===== src/rtl/mem_arb_pkg.sv =====
// mem_arbiter shared types
// state, owner and command-record encodings
package mem_arb_pkg;

  typedef enum logic {
    IDLE = 1'b0,
    BUSY = 1'b1
  } state_t;

  typedef enum logic {
    OWN_IF = 1'b0,
    OWN_LS = 1'b1
  } owner_t;

  typedef struct packed {
    logic [7:0]  addr;
    logic        we_re;
    logic [3:0]  mask;
    logic [31:0] wdata;
  } cmd_t;

  localparam logic [3:0] FULL_MASK = 4'hF;

endpackage


===== src/rtl/mem_arbiter_if.sv =====
// mem_arbiter bus bundle
// IF port, LS port and memory side signals
interface mem_arbiter_if;

  logic        if_req;
  logic [7:0]  if_addr;
  logic        if_valid;
  logic        if_err;
  logic [31:0] if_rdata;

  logic        ls_req;
  logic [7:0]  ls_addr;
  logic        ls_we_re;
  logic [3:0]  ls_mask;
  logic [31:0] ls_wdata;
  logic        ls_valid;
  logic        ls_err;
  logic [31:0] ls_rdata;

  logic        mem_request;
  logic [7:0]  mem_address;
  logic [31:0] mem_w_data;
  logic [3:0]  mem_masking;
  logic        mem_we_re;
  logic        mem_valid;
  logic [31:0] mem_r_data;

  modport slave (
    input  if_req, if_addr,
    output if_valid, if_err, if_rdata,
    input  ls_req, ls_addr, ls_we_re,
    input  ls_mask, ls_wdata,
    output ls_valid, ls_err, ls_rdata,
    output mem_request, mem_address,
    output mem_w_data, mem_masking,
    output mem_we_re,
    input  mem_valid, mem_r_data
  );

  modport master (
    output if_req, if_addr,
    input  if_valid, if_err, if_rdata,
    output ls_req, ls_addr, ls_we_re,
    output ls_mask, ls_wdata,
    input  ls_valid, ls_err, ls_rdata,
    input  mem_request, mem_address,
    input  mem_w_data, mem_masking,
    input  mem_we_re,
    output mem_valid, mem_r_data
  );

endinterface


===== src/rtl/mem_arbiter_arb_rr2.sv =====
// two-way round-robin pick
// bit 0 is IF, bit 1 is LS; a tie goes to the port that did not win last
module arb_rr2
  import mem_arb_pkg::*;
(
  input  logic [1:0] req,
  input  owner_t     last_owner,
  output logic       grant,
  output owner_t     winner
);

  // pick the winner for this cycle
  always_comb begin
    grant  = |req;
    winner = OWN_IF;
    unique case (1'b1)
      (req == 2'b11):
        winner = (last_owner == OWN_IF)
               ? OWN_LS : OWN_IF;
      (req == 2'b10):
        winner = OWN_LS;
      default:
        winner = OWN_IF;
    endcase
  end

endmodule


===== src/rtl/mem_arbiter.sv =====
// mem_arbiter top: shares one memory port
// between instruction fetch and load/store
module mem_arbiter
  import mem_arb_pkg::*;
#(
  parameter int unsigned TIMEOUT_CYCLES = 16
) (
  input logic          clk,
  input logic          rst,
  mem_arbiter_if.slave bus
);

  localparam logic [7:0] LIMIT =
    8'(TIMEOUT_CYCLES);

  state_t      state;
  owner_t      owner;
  owner_t      last_owner;
  cmd_t        cmd;
  logic [7:0]  cnt;
  cmd_t        if_cmd;
  cmd_t        ls_cmd;
  logic        grant;
  owner_t      winner;
  logic [31:0] rsp_data;

  assign if_cmd = '{
    addr:  bus.if_addr,
    we_re: 1'b0,
    mask:  FULL_MASK,
    wdata: '0
  };

  assign ls_cmd = '{
    addr:  bus.ls_addr,
    we_re: bus.ls_we_re,
    mask:  bus.ls_mask,
    wdata: bus.ls_wdata
  };

  assign rsp_data = cmd.we_re
                  ? '0 : bus.mem_r_data;

  assign bus.mem_address = cmd.addr;
  assign bus.mem_we_re   = cmd.we_re;
  assign bus.mem_masking = cmd.mask;
  assign bus.mem_w_data  = cmd.wdata;

  arb_rr2 u_rr (
    .req        ({bus.ls_req, bus.if_req}),
    .last_owner (last_owner),
    .grant      (grant),
    .winner     (winner)
  );

  // grant, hold one command, watchdog, route response
  always_ff @(posedge clk) begin
    if (rst) begin
      state           <= IDLE;
      owner           <= OWN_IF;
      last_owner      <= OWN_LS;
      cmd             <= '0;
      cnt             <= '0;
      bus.mem_request <= 1'b0;
      bus.if_valid    <= 1'b0;
      bus.if_err      <= 1'b0;
      bus.if_rdata    <= '0;
      bus.ls_valid    <= 1'b0;
      bus.ls_err      <= 1'b0;
      bus.ls_rdata    <= '0;
    end else begin
      bus.if_valid <= 1'b0;
      bus.if_err   <= 1'b0;
      bus.if_rdata <= '0;
      bus.ls_valid <= 1'b0;
      bus.ls_err   <= 1'b0;
      bus.ls_rdata <= '0;
      unique case (state)
        IDLE: begin
          if (grant) begin
            cmd <= (winner == OWN_LS)
                 ? ls_cmd : if_cmd;
            owner           <= winner;
            last_owner      <= winner;
            cnt             <= '0;
            bus.mem_request <= 1'b1;
            state           <= BUSY;
          end
        end
        BUSY: begin
          if (bus.mem_valid) begin
            state           <= IDLE;
            bus.mem_request <= 1'b0;
            if (owner == OWN_IF) begin
              bus.if_valid <= 1'b1;
              bus.if_rdata <= rsp_data;
            end else begin
              bus.ls_valid <= 1'b1;
              bus.ls_rdata <= rsp_data;
            end
          end else if (cnt == LIMIT) begin
            state           <= IDLE;
            bus.mem_request <= 1'b0;
            if (owner == OWN_IF) begin
              bus.if_valid <= 1'b1;
              bus.if_err   <= 1'b1;
            end else begin
              bus.ls_valid <= 1'b1;
              bus.ls_err   <= 1'b1;
            end
          end else begin
            cnt <= cnt + 8'd1;
          end
        end
      endcase
    end
  end

endmodule


===== src/flat_wrapper.sv =====
// flat-port wrapper written by rule: the top's interface ports become plain ports
module mem_arbiter_flat import mem_arb_pkg::*;
#(
  parameter int unsigned TIMEOUT_CYCLES = 16
)
  (clk, rst, bus_if_req, bus_if_addr, bus_if_valid, bus_if_err, bus_if_rdata, bus_ls_req, bus_ls_addr, bus_ls_we_re, bus_ls_mask, bus_ls_wdata, bus_ls_valid, bus_ls_err, bus_ls_rdata, bus_mem_request, bus_mem_address, bus_mem_w_data, bus_mem_masking, bus_mem_we_re, bus_mem_valid, bus_mem_r_data);
  mem_arbiter_if bus_i ();
  input logic clk;
  input logic rst;
  input wire logic [$bits(bus_i.if_req)-1:0] bus_if_req;
  input wire logic [$bits(bus_i.if_addr)-1:0] bus_if_addr;
  output wire logic [$bits(bus_i.if_valid)-1:0] bus_if_valid;
  output wire logic [$bits(bus_i.if_err)-1:0] bus_if_err;
  output wire logic [$bits(bus_i.if_rdata)-1:0] bus_if_rdata;
  input wire logic [$bits(bus_i.ls_req)-1:0] bus_ls_req;
  input wire logic [$bits(bus_i.ls_addr)-1:0] bus_ls_addr;
  input wire logic [$bits(bus_i.ls_we_re)-1:0] bus_ls_we_re;
  input wire logic [$bits(bus_i.ls_mask)-1:0] bus_ls_mask;
  input wire logic [$bits(bus_i.ls_wdata)-1:0] bus_ls_wdata;
  output wire logic [$bits(bus_i.ls_valid)-1:0] bus_ls_valid;
  output wire logic [$bits(bus_i.ls_err)-1:0] bus_ls_err;
  output wire logic [$bits(bus_i.ls_rdata)-1:0] bus_ls_rdata;
  output wire logic [$bits(bus_i.mem_request)-1:0] bus_mem_request;
  output wire logic [$bits(bus_i.mem_address)-1:0] bus_mem_address;
  output wire logic [$bits(bus_i.mem_w_data)-1:0] bus_mem_w_data;
  output wire logic [$bits(bus_i.mem_masking)-1:0] bus_mem_masking;
  output wire logic [$bits(bus_i.mem_we_re)-1:0] bus_mem_we_re;
  input wire logic [$bits(bus_i.mem_valid)-1:0] bus_mem_valid;
  input wire logic [$bits(bus_i.mem_r_data)-1:0] bus_mem_r_data;
  assign bus_i.if_req = bus_if_req;
  assign bus_i.if_addr = bus_if_addr;
  assign bus_if_valid = bus_i.if_valid;
  assign bus_if_err = bus_i.if_err;
  assign bus_if_rdata = bus_i.if_rdata;
  assign bus_i.ls_req = bus_ls_req;
  assign bus_i.ls_addr = bus_ls_addr;
  assign bus_i.ls_we_re = bus_ls_we_re;
  assign bus_i.ls_mask = bus_ls_mask;
  assign bus_i.ls_wdata = bus_ls_wdata;
  assign bus_ls_valid = bus_i.ls_valid;
  assign bus_ls_err = bus_i.ls_err;
  assign bus_ls_rdata = bus_i.ls_rdata;
  assign bus_mem_request = bus_i.mem_request;
  assign bus_mem_address = bus_i.mem_address;
  assign bus_mem_w_data = bus_i.mem_w_data;
  assign bus_mem_masking = bus_i.mem_masking;
  assign bus_mem_we_re = bus_i.mem_we_re;
  assign bus_i.mem_valid = bus_mem_valid;
  assign bus_i.mem_r_data = bus_mem_r_data;
  mem_arbiter #(.TIMEOUT_CYCLES(TIMEOUT_CYCLES)) u_core (.clk(clk), .rst(rst), .bus(bus_i));
endmodule

===== config.mk =====
export PLATFORM = sky130hd
export DESIGN_NAME = mem_arbiter_flat
export DESIGN_NICKNAME = d
export VERILOG_FILES = /design/src/rtl/mem_arb_pkg.sv /design/src/rtl/mem_arbiter_if.sv /design/src/rtl/mem_arbiter_arb_rr2.sv /design/src/rtl/mem_arbiter.sv /design/src/flat_wrapper.sv
export SDC_FILE = /design/constraint.sdc
export NUM_CORES = 1
export LEC_CHECK = 0
export ABC_AREA = 1
export CAP_MARGIN = 25
export CORE_MARGIN = 2
export CORE_UTILIZATION = 35
export CTS_CLUSTER_DIAMETER = 150
export DETAILED_ROUTE_END_ITERATION = 7
export PLACE_DENSITY_LB_ADDON = 0.25
export SYNTH_ARGS = -nofsm -noshare
export SYNTH_HDL_FRONTEND = slang
export SYNTH_SLANG_ARGS = --single-unit

===== constraint.sdc =====
create_clock -name clk -period 1.6 [get_ports clk]
set_clock_uncertainty 0.1 [all_clocks]
set_input_delay 0.16 -clock clk [delete_from_list [all_inputs] [get_ports clk]]
set_output_delay 0.16 -clock clk [all_outputs]
set_load 0.02 [all_outputs]

==> results of run 1 <==
## layout make-up
cell class	instances	area, um^2
Clock buffer	25	495.5
Sequential cell	125	2504
Multi-Input combinational cell	219	1373
Inverter	52	205.2
Timing Repair Buffer	219	2255
Fill cell	1054	4788
Tap cell	147	183.9
Clock inverter	6	107.6
## stage by stage
stage	power (mW)	util, %
2_1_floorplan	3.783	-
3_3_place_gp	4.304	54.50
3_5_place_dp	4.320	54.50
4_1_cts	8.162	58.95
5_1_grt	8.368	59.80
6_report	8.070	59.80
## power groups by stage
| stage | Sequential [mW] | Clock [mW] | Combinational (mW) |
|---|---|---|---|
| floorplan | 3.46 | 0 | 0.318 |
| global placement | 3.35 | 0 | 0.957 |
| detailed placement | 3.35 | 0 | 0.969 |
| CTS | 3.28 | 3.96 | 0.920 |
| global route | 3.30 | 4.08 | 0.989 |
| finish | 3.28 | 3.87 | 0.914 |
## routing by layer
metal / vias to the layer above / share of wire, %
met3: 17 / 10
li1: 1869 / -
met5: - / 0
met1: 1733 / 39
met2: 174 / 49
met4: 0 / 1.8
## cell usage after synthesis
cell type	count
inv_8	1
o22ai_1	1
nor2_8	1
nor4_1	1
nor3_2	9
inv_1	47
nand2_4	2
a21oi_1	4
o221a_2	4
nor2_1	23
inv_2	3
and3_1	2
buf_4	4
nand3_2	3
nand3b_1	1
nand2_2	2
a32o_1	33
ha_1	2
clkbuf_1	3
nand4_1	3
inv_4	1
o31ai_1	2
nor3_1	56
nor2_4	2
nor2_2	1
buf_2	10
buf_6	4
dfxtp_1	125
o21ai_0	17
a21oi_2	1
nand3_1	9
a211oi_1	1
o21ai_4	1
nand2_1	37
buf_1	5
## worst max path at each step
stage | cells after the start | to | startpoint
after floorplan | 10 | u_core.cnt[6]$_SDFFE_PP0P_ | u_core.cnt[0]$_SDFFE_PP0P_
after global routing | 1 | bus_ls_rdata[18] | u_core.bus.ls_rdata[18]$_SDFF_PP0_
final | 1 | bus_if_rdata[27] | u_core.bus.if_rdata[27]$_SDFF_PP0_
after global placement | 6 | u_core.bus.mem_address[5]$_SDFFE_PP0P_ | bus_if_req
after CTS | 1 | bus_if_rdata[25] | u_core.bus.if_rdata[25]$_SDFF_PP0_
after detailed placement | 6 | u_core.bus.mem_address[5]$_SDFFE_PP0P_ | bus_ls_req
## placed cells by master, fill, tap and decap left out, types with 2 or more instances in the layout
master           instances
nand2_4                  2
dfxtp_1                124
dlygate4sd2_1           58
nand2_1                 37
inv_2                    3
nand3_2                  2
clkbuf_16               17
nand2_2                  3
nor2_4                   2
nor3_1                  56
clkbuf_8                 4
nand3_1                  9
nand4_1                  3
a32o_1                  33
o221a_2                  4
o31ai_1                  2
nor3_2                   9
ha_1                     2
inv_1                   47
bufinv_16                3
clkinv_2                 2
buf_4                    9
buf_12                   7
clkdlybuf4s50_1        110
nor2_1                  23
clkbuf_1                 4
dlymetal6s2s_1          35
a21oi_1                  4
and3_1                   2
o21ai_0                 17
## registers in the layout (all words and copies together), names as in the netlist, 4 cells and up
name,flops
u_core.bus.mem_masking,4
u_core.bus.mem_w_data,32
u_core.bus.if_rdata,32
u_core.bus.mem_address,8
u_core.cnt,8
u_core.bus.ls_rdata,32
## logic make-up after synthesis
logic type      Yosys count  share of synthesized area [%]
compound gates           64                          12.66
fa+ha+maj                 2                         0.5927
buf+inv                  78                          8.536
flops                   125                          59.28
simple gates            152                          18.94
## what timing repair did
action                                  4_1_cts  5_1_grt
endpoints found under the setup margin       58       42
buffers inserted                              0        0
endpoints found under the hold margin         0        0
cloned                                        0        1
pin swaps                                     0        1
gates resized for setup                      58       36
==> flow_metrics.py, run 1 <==
metrics = {
    "clocking": {
        "clock_sinks": 125,
        "cts.hold.buffers_added": 0,
        "clkTransAtPathRegs_ns": 0.05,
        "clkLatencyLatePin_ns": 0.40,
        "ctsRootBufferMaster": "clkbuf_16",
        "htree_levels": 4,
        "clockBufferDepth": 2,
        "cts_tree": "yes",
        "cts_buffers": 17,
    },
    "outcome": {
        "status": "complete, no violations",
    },
    "sta": {
        "period_needed_ns": 1.566,
        "post-route-period-util_pct": 97.89,
        "worst_slack_ns": 0.03369,
        "drv_slew": 0,
        "relSlewSlack_pct": 80.48,
        "tns_ns": 0,
        "worst_hold_slack_ns": 0.2141,
        "worst_pin_slew_ns": 0.2927,
        "grt_setup_unrepaired": "no",
        "fmax_mhz": 638.4,
        "setup_viol_count_final": 0,
        "hold_viol": 0,
    },
    "routing": {
        "wl_per_cell_um": 14.56,
        "drtIter0Drc": 225,
        "vias_per_cell": 4.783,
        "detail-route-antenna-nets": 0,
        "firstDrtPassIters": 4,
        "drc": 0,
        "dr_total_vias": 3793,
        "wirelength_mm": 11.55,
    },
    "floorplan": {
        "start_util_pct": 35.44,
        "die_x_um": 113.8,
        "core_area_um2": 11910,
        "die_h_um": 113.8,
        "fp.dieArea_um2": 12960,
        "row_count": 40,
        "io_pins": 204,
    },
    "pwr": {
        "p_int_mw": 6.280,
        "p_comb_share_pct": 11.3,
        "pwr-share-seq_pct": 40.7,
        "p_switching_mw": 1.790,
        "p_leak_nw": 3.726,
        "ir_worst_vdd_mv": 0.7288,
        "switching_share_pct": 22.18,
        "power_frac_clock_pct": 48.0,
        "power_density_nw_per_um2": 1133,
    },
    "critical_path": {
        "slowest_delay_ns": 0.61,
        "ff2ff_path_depth": 10,
        "worst_path_max_delay_cell": "clkdlybuf4s50_1",
        "cpLargestDelayFamily": "buffers and inverters",
        "end_kind": "output pin",
        "worstPathRequired_ns": 1.34,
        "r2r-end": "u_core.cnt[6]$_SDFFE_PP0P_",
        "r2r-start": "u_core.cnt[0]$_SDFFE_PP0P_",
        "r2r_slack_ns": 0.15,
        "crit_path_max_fanout": 1,
        "cp_cell_sequence": "clkdlybuf4s50_1",
        "start_kind": "flip-flop",
        "criticalPathCategory": "reg -> out",
        "critPathArrivalTime_ns": 1.31,
        "cp_num_buf_inv": 1,
    },
    "job": {
        "max-cap-violations": 0,
    },
    "yosys": {
        "synth_area_leaders": "dfxtp_1 59%, a32o_1 7.8%, nor3_1 6.6%, inv_1 4.2%, nand2_1 3.3%",
        "yosysTopAreaCell": "dfxtp_1",
        "synth_fp_nets": 513,
        "syn_inst": 421,
        "synth_top_area_share_pct": 59.28,
        "avgSynthCellArea_um2": 10.03,
        "yosys_warnings": 0,
        "synth.yosys.seq_area_share_pct": 59.28,
        "synth_cell_types": 35,
        "synth-seq-cells": 125,
        "netlist_area_um2": 4222,
    },
    "global_routing": {
        "grt-busiest-layer": "met2",
        "grt_max_degree": 66,
        "grt_pass1_wl_mm": 17.86,
        "grt_pass1_vias": 3749,
        "use_met3_pct": 7.864,
        "antenna_found_initial": 0,
        "grt-ovfl-total": 0,
        "grtUsageTotal_pct": 17.63,
        "gr-usage-met1_pct": 19.17,
        "met2_usage_pct": 29.70,
    },
    "placement": {
        "dp.final_hpwl_mm": 8.045,
        "gp_congestion": 0.7761,
        "port_buffers": 203,
        "dpl.cell_count": 761,
        "place_ws_ns": 0.005834,
        "place_area_um2": 6491,
    },
    "finish": {
        "area_growth_pct": 68.73,
        "instances_no_fill": 793,
        "drive_gt1_share_pct": 11.76,
        "final_nets": 726,
        "final_area_um2": 7123,
        "diodes": 0,
    },
    "min_path": {
        "hold_class": "in -> reg",
        "worstHoldPathCells": 3,
        "hold_end": "u_core.bus.if_rdata[28]$_SDFF_PP0_",
        "hp-start": "bus_mem_r_data[28]",
    },
}
Power figures use the tool's default switching activity.
==> inputs of run 2 (changes only) <==
--- a/config.mk
+++ b/config.mk
@@ -11,6 +11,7 @@
 export CORE_UTILIZATION = 35
 export CTS_CLUSTER_DIAMETER = 150
 export DETAILED_ROUTE_END_ITERATION = 7
+export HOLD_SLACK_MARGIN = 0.05
 export PLACE_DENSITY_LB_ADDON = 0.25
 export SYNTH_ARGS = -nofsm -noshare
 export SYNTH_HDL_FRONTEND = slang
==> results of run 2 <==
The final DEF is identical to that of run 1; final timing and power are the same.
==> variant 1: new RTL, flow settings as in run 1 <==
`TIMEOUT_CYCLES` is set to 16 in 2 places; all go to 15.
--- a/src/rtl/mem_arbiter.sv
+++ b/src/rtl/mem_arbiter.sv
@@ -3,7 +3,7 @@
 module mem_arbiter
   import mem_arb_pkg::*;
 #(
-  parameter int unsigned TIMEOUT_CYCLES = 16
+  parameter int unsigned TIMEOUT_CYCLES = 15
 ) (
   input logic          clk,
   input logic          rst,
--- a/src/flat_wrapper.sv
+++ b/src/flat_wrapper.sv
@@ -1,7 +1,7 @@
 // flat-port wrapper written by rule: the top's interface ports become plain ports
 module mem_arbiter_flat import mem_arb_pkg::*;
 #(
-  parameter int unsigned TIMEOUT_CYCLES = 16
+  parameter int unsigned TIMEOUT_CYCLES = 15
 )
   (clk, rst, bus_if_req, bus_if_addr, bus_if_valid, bus_if_err, bus_if_rdata, bus_ls_req, bus_ls_addr, bus_ls_we_re, bus_ls_mask, bus_ls_wdata, bus_ls_valid, bus_ls_err, bus_ls_rdata, bus_mem_request, bus_mem_address, bus_mem_w_data, bus_mem_masking, bus_mem_we_re, bus_mem_valid, bus_mem_r_data);
   mem_arbiter_if bus_i ();
Function: same outputs for any inputs over 10 cycles, from zero or initial values and one cycle with rst high; that may be too few to reach the edited logic, so the function may still have changed.
==> variant 1 against run 1 <==
Non-clock buffer count grew 4. Area after synthesis is 0.12% lower. Worst setup slack lost 0.0040 ns. Sequential share of layout area grew 0.15 points. Total power shrank 1.6%. Critical path type unchanged. Largest cell class unchanged. Routed wire length is 4.0% higher. Cell area shrank 0.39%. Synthesized cell count rose by 18%. Sequential cell count is the same.
==> variant 1: results (changes against run 1) <==
- Seq/Total Area, Yosys: 0.593 (about the same)
- CP peak stage delay: 0.60 ns
- P_leak: 3.63 nW (was 3.73 nW)
- Largest cells by area after synthesis: dfxtp_1 59%, nand2_1 9.8%, nor3_1 8.2% (was dfxtp_1 59%, a32o_1 7.8%, nor3_1 6.6%)
- Number of H-tree levels: 4 (unchanged)
- Switching power: 1.84 mW (was 1.79 mW)
- Port Buffers: 203 (unchanged)
- # fillers: 1044 (was 1054)
- Number of synthesis warnings: 0 (unchanged)
- Initial DRT Pass Iterations: 4 (unchanged)
- Top cells by count, synth: 125 x dfxtp_1, 110 x nand2_1, 69 x nor3_1 (was 125 x dfxtp_1, 56 x nor3_1, 47 x inv_1)
- Iteration-0 DRC Markers: 225 (unchanged)
- Mapped Nets: 586 (was 513)
- Arrival time at the worst endpoint: 1.31 ns (about the same)
- Placed Cells: 836 (was 761)
- WL per Instance: 13.9 um (was 14.6 um)
- Clk slew on worst S/H paths: 0.06 ns
- Synth Area per Inst: 8.52 um^2 (was 10.0 um^2)
- FFs w/ async S/R, synth: 0 (unchanged)
- Fin nets: 799 (was 726)
- Routability Congestion: 0.873 (was 0.776)
- CTS buffer count: 17 (unchanged)
- Number of setup buffers added after CTS: 0 (unchanged)
- Min-delay worst type: input pin to flip-flop (unchanged)
- R2r startpoint: u_core.cnt[0] (unchanged)
- First-pass GRT wire length: 19300 um (was 17900 um)
- Ant. Diodes: 0 (unchanged)
- Distinct cells, synth: 23 (was 35)
- Worst Reg2Reg Path Length in Cells: 8 (was 10)
- Root Driver: clkbuf_16 (unchanged)
- Slew headroom: 0.672 (was 0.805)
- DR vias: 4111 (was 3793)
- CP endpoint: bus_if_rdata[26] (was bus_if_rdata[27])
- CP max-delay cell: clkdlybuf4s50_1 (unchanged)
- Vias per Instance: 4.74 (was 4.78)
- Critical Path Source: u_core.bus.if_rdata[26] (was u_core.bus.if_rdata[27])
- DP HPWL: 8660 um (was 8040 um)
- Status: completed (unchanged)
- Critical R2R Capture: u_core.cnt[7] (was u_core.cnt[6])
- Maximum vdd drop: 0.525 mV (was 0.729 mV)
- Clock Latency Late Sink: 0.40 ns (about the same)
- Reg2Reg Setup Slack: 0.16 ns
- Layout cells sized above 1: 0.0903 (was 0.118)
- Initial antenna violation count: 0 (unchanged)
- Clk buf depth: 2 (unchanged)
- Crit-path leading delay family: buffers and inverters (unchanged)
- Pin count of the biggest net entering global routing: 66 (unchanged)
- Total track usage: 0.189 (was 0.176)
- Vias in the first global route: 4009 (was 3749)
## variant 1: changes by cell type after synthesis, moves of 9 or more
| cell | change |
|---|---|
| nand2_1 | +73 |
| a21oi_1 | +40 |
| a32o_1 | -33 |
| nor3_1 | +13 |
| nor3_2 | -9 |
## variant 1: routing by layer
layer | global-route usage | up-vias | part of all wire
li1 | - | 2022 | -
met1 | 0.224 | 1884 | 0.43
met2 | 0.315 | 192 | 0.47
met3 | 0.0569 | 13 | 0.085
met4 | 0.0878 | 0 | 0.013
met5 | 0 | - | 0
## variant 1: stage by stage
step / setup TNS (ns) / power (mW) / instance area (um^2) / setup slack, ns
floorplan: 0 / 3.76 / 4220 / 0.194
global placement: -0.00132 / 4.28 / 6490 / -0.00132
detailed placement: -1.46 / 4.30 / 6490 / -0.0548
CTS: 0 / 8.02 / 7000 / 0.000132
global route: -0.0271 / 8.24 / 7100 / -0.0182
finish: 0 / 7.94 / 7100 / 0.0297
## variant 1: how the worst min path moves through the flow
| stage | startpoint | to | slack, ns | depth (start not counted) |
|---|---|---|---|---|
| floorplan | bus_ls_mask[0] | u_core.bus.mem_masking[0] | 0.18 | 2 |
| global placement | u_core.bus.mem_w_data[3] | u_core.bus.mem_w_data[3] | 0.35 | 2 |
| detailed placement | u_core.bus.mem_w_data[19] | u_core.bus.mem_w_data[19] | 0.36 | 2 |
| CTS | rst | u_core.bus.ls_err | 0.06 | 4 |
| global route | rst | u_core.bus.ls_err | 0.10 | 4 |
| finish | rst | u_core.bus.ls_err | 0.08 | 4 |
## variant 1: kinds of logic after synthesis
logic type	synth area share
buffers and inverters	0.0828
and+or+nand+nor	0.234
adders and majority gates	0.00297
AOI/OAI and AO/OA	0.0864
DFF	0.593
## variant 1: final cells by class
class                      instances  area [um^2]  share of cell area
inverter                          50          190              0.0268
tap                              147          184              0.0259
clock buffer                      21          480              0.0677
timing repair buffer             223         2230               0.315
multi-input combinational        291         1390               0.196
clock inverter                    10          114              0.0160
sequential                       125         2500               0.353
## variant 1: power by group through the flow
| stage | registers [mW] | clock network [mW] | logic, mW |
|---|---|---|---|
| after floorplan | 3.45 | 0 | 0.305 |
| after global placement | 3.34 | 0 | 0.941 |
| after detailed placement | 3.34 | 0 | 0.955 |
| after CTS | 3.27 | 3.85 | 0.904 |
| after global routing | 3.29 | 3.98 | 0.980 |
| final | 3.27 | 3.77 | 0.898 |
## variant 1: repair_timing
item                                    CTS  global route
hold buffers                              0             0
endpoints found under the setup margin   70            36
cloned                                    0             0
resized for setup                        70            32
==> variant 2: new RTL, settings of run 1 <==
Made on the original files. Reset style: asynchronous (`rst`), changed in one clocked block.
--- a/src/rtl/mem_arbiter.sv
+++ b/src/rtl/mem_arbiter.sv
@@ -54,7 +54,7 @@
   );
 
   // grant, hold one command, watchdog, route response
-  always_ff @(posedge clk) begin
+  always_ff @(posedge clk or posedge rst) begin
     if (rst) begin
       state           <= IDLE;
       owner           <= OWN_IF;
Behaviour: differs if rst is asserted again (counterexample within 4 cycles, from zero or initial values and one cycle with rst high); with rst held inactive, the same outputs for 10 cycles.
==> variant 2 against run 1 <==
Via count decreased by 1.8%. Utilization decreased by 1.4 points. Worst setup slack improved by 0.081 ns. Non-clock buffer count increased by 1. Sequential cell count unchanged. Highest routed layer unchanged. Cell area increased by 4.0%. Cell count increased by 1.3%. Routed wire length increased by 8.5%. Area after synthesis increased by 8.1%.
Power is not compared: it rests on default switching activity, and its combinational part moved more than twofold at a synthesized area within 25%.
==> variant 2: results (changes against run 1) <==
- Status: completed (unchanged)
- Met1 usage: 0.202 (was 0.192)
- Vias in the first global route: 3914 (was 3749)
- Arrival time at the worst endpoint: 1.67 ns (was 1.31 ns)
- CP Capture Type: flip-flop (was output port)
- Seq/Total Area, Yosys: 0.686 (was 0.593)
- FFs w/ async S/R, synth: 1.00 (was 0)
- Clock network share of area: 0.0791 (was 0.0847)
- Resized Gates After CTS: 105 (was 58)
- Main flop type after synthesis: dfrtp_1 (was dfxtp_1)
- Pin count of the biggest net entering global routing: 65 (was 66)
- Fin crit share: 0.928 (was 0.979)
- Placed Cells: 771 (was 761)
- Tap cells: 172 (was 147)
- Number of setup buffers added after CTS: 0 (unchanged)
- Met3 Wirelength: 688 um (was 1210 um)
- First-pass GRT wire length: 19800 um (was 17900 um)
- Met2 Resource Use GR: 0.329 (was 0.297)
- Inverters excl. clock: 49 (was 52)
- Mapped Nets: 496 (was 513)
- Top cells by count, synth: 124 x dfrtp_1, 64 x nor3_1, 47 x inv_1 (was 125 x dfxtp_1, 56 x nor3_1, 47 x inv_1)
- Total placed instance area: 6910 um^2 (was 6490 um^2)
- Pre-CTS WS: 0.0342 ns (was 0.00583 ns)
- Layout cells sized above 1: 0.0919 (was 0.118)
- # fillers: 1114 (was 1054)
- Buffering overhead: 0.289 (was 0.317)
- DR vias: 3723 (was 3793)
- Routability Congestion: 0.734 (was 0.776)
- CP peak stage delay: 0.40 ns (was 0.61 ns)
- DP HPWL: 8690 um (was 8040 um)
- Die area: 14000 um^2 (was 13000 um^2)
- R2r startpoint: u_core.cnt[0] (unchanged)
- Min-delay worst type: input pin to asynchronous set/reset pin (was input pin to flip-flop)
- Fin nets: 712 (was 726)
- Critical R2R Capture: u_core.cnt[0] (was u_core.cnt[6])
- Length of routed wiring on met1: 4810 um (was 4510 um)
- Distinct cells, synth: 25 (was 35)
- Total track usage: 0.185 (was 0.176)
- Synth Instances: 404 (was 421)
- WL per Instance: 15.6 um (was 14.6 um)
- Seq/total area: 0.423 (was 0.351)
- Crit-path leading delay family: flip-flops (was buffers and inverters)
- CP Max Fanout: 5 (was 1)
- Adder-cell share of the synthesized area: 0.00548 (was 0.00593)
- Finished Layout Cells: 803 (was 793)
- Synth Area in XOR/XNOR: 0.00384 (was 0)
- M3 GR Usage: 0.0550 (was 0.0786)
- Sequential cell count: 125 (unchanged)
- Routed met2 length: 6750 um (was 5620 um)
- Area Growth Syn to Fin: 62.3% (was 68.7%)
- Comb_multi_in: 207 (was 219)
- Non-clock buffer total of the final layout: 220 (was 219)
- Slew @ Worst Pin: 0.336 ns (was 0.293 ns)
[variant 2: changes by cell type after synthesis, moves of 5 or more]
| cell | change |
|---|---|
| dfrtp_1 | +124 |
| clkbuf_1 | +10 |
| a22o_1 | +32 |
| a32o_1 | -33 |
| nor3_2 | -9 |
| dfxtp_1 | -125 |
| buf_1 | -5 |
| buf_2 | -6 |
| nand2_1 | +5 |
| nor3_1 | +8 |
[variant 2: worst min-delay path by stage]
stage / from / endpoint / slack [ns] / cells after the start
final: rst / u_core.bus.mem_w_data[11] / 0.12 / 3
after global routing: rst / u_core.bus.mem_w_data[11] / 0.15 / 3
after CTS: rst / u_core.bus.mem_w_data[12] / 0.12 / 3
after detailed placement: u_core.last_owner / u_core.last_owner / 0.38 / 2
after global placement: u_core.bus.mem_request / u_core.bus.mem_request / 0.38 / 1
after floorplan: bus_mem_valid / u_core.bus.if_err / 0.13 / 1
[variant 2: power breakdown]
part	internal (mW)	switching, mW
clock	2.47	1.27
sequential	3.85	0.354
combinational	1.44	2.12
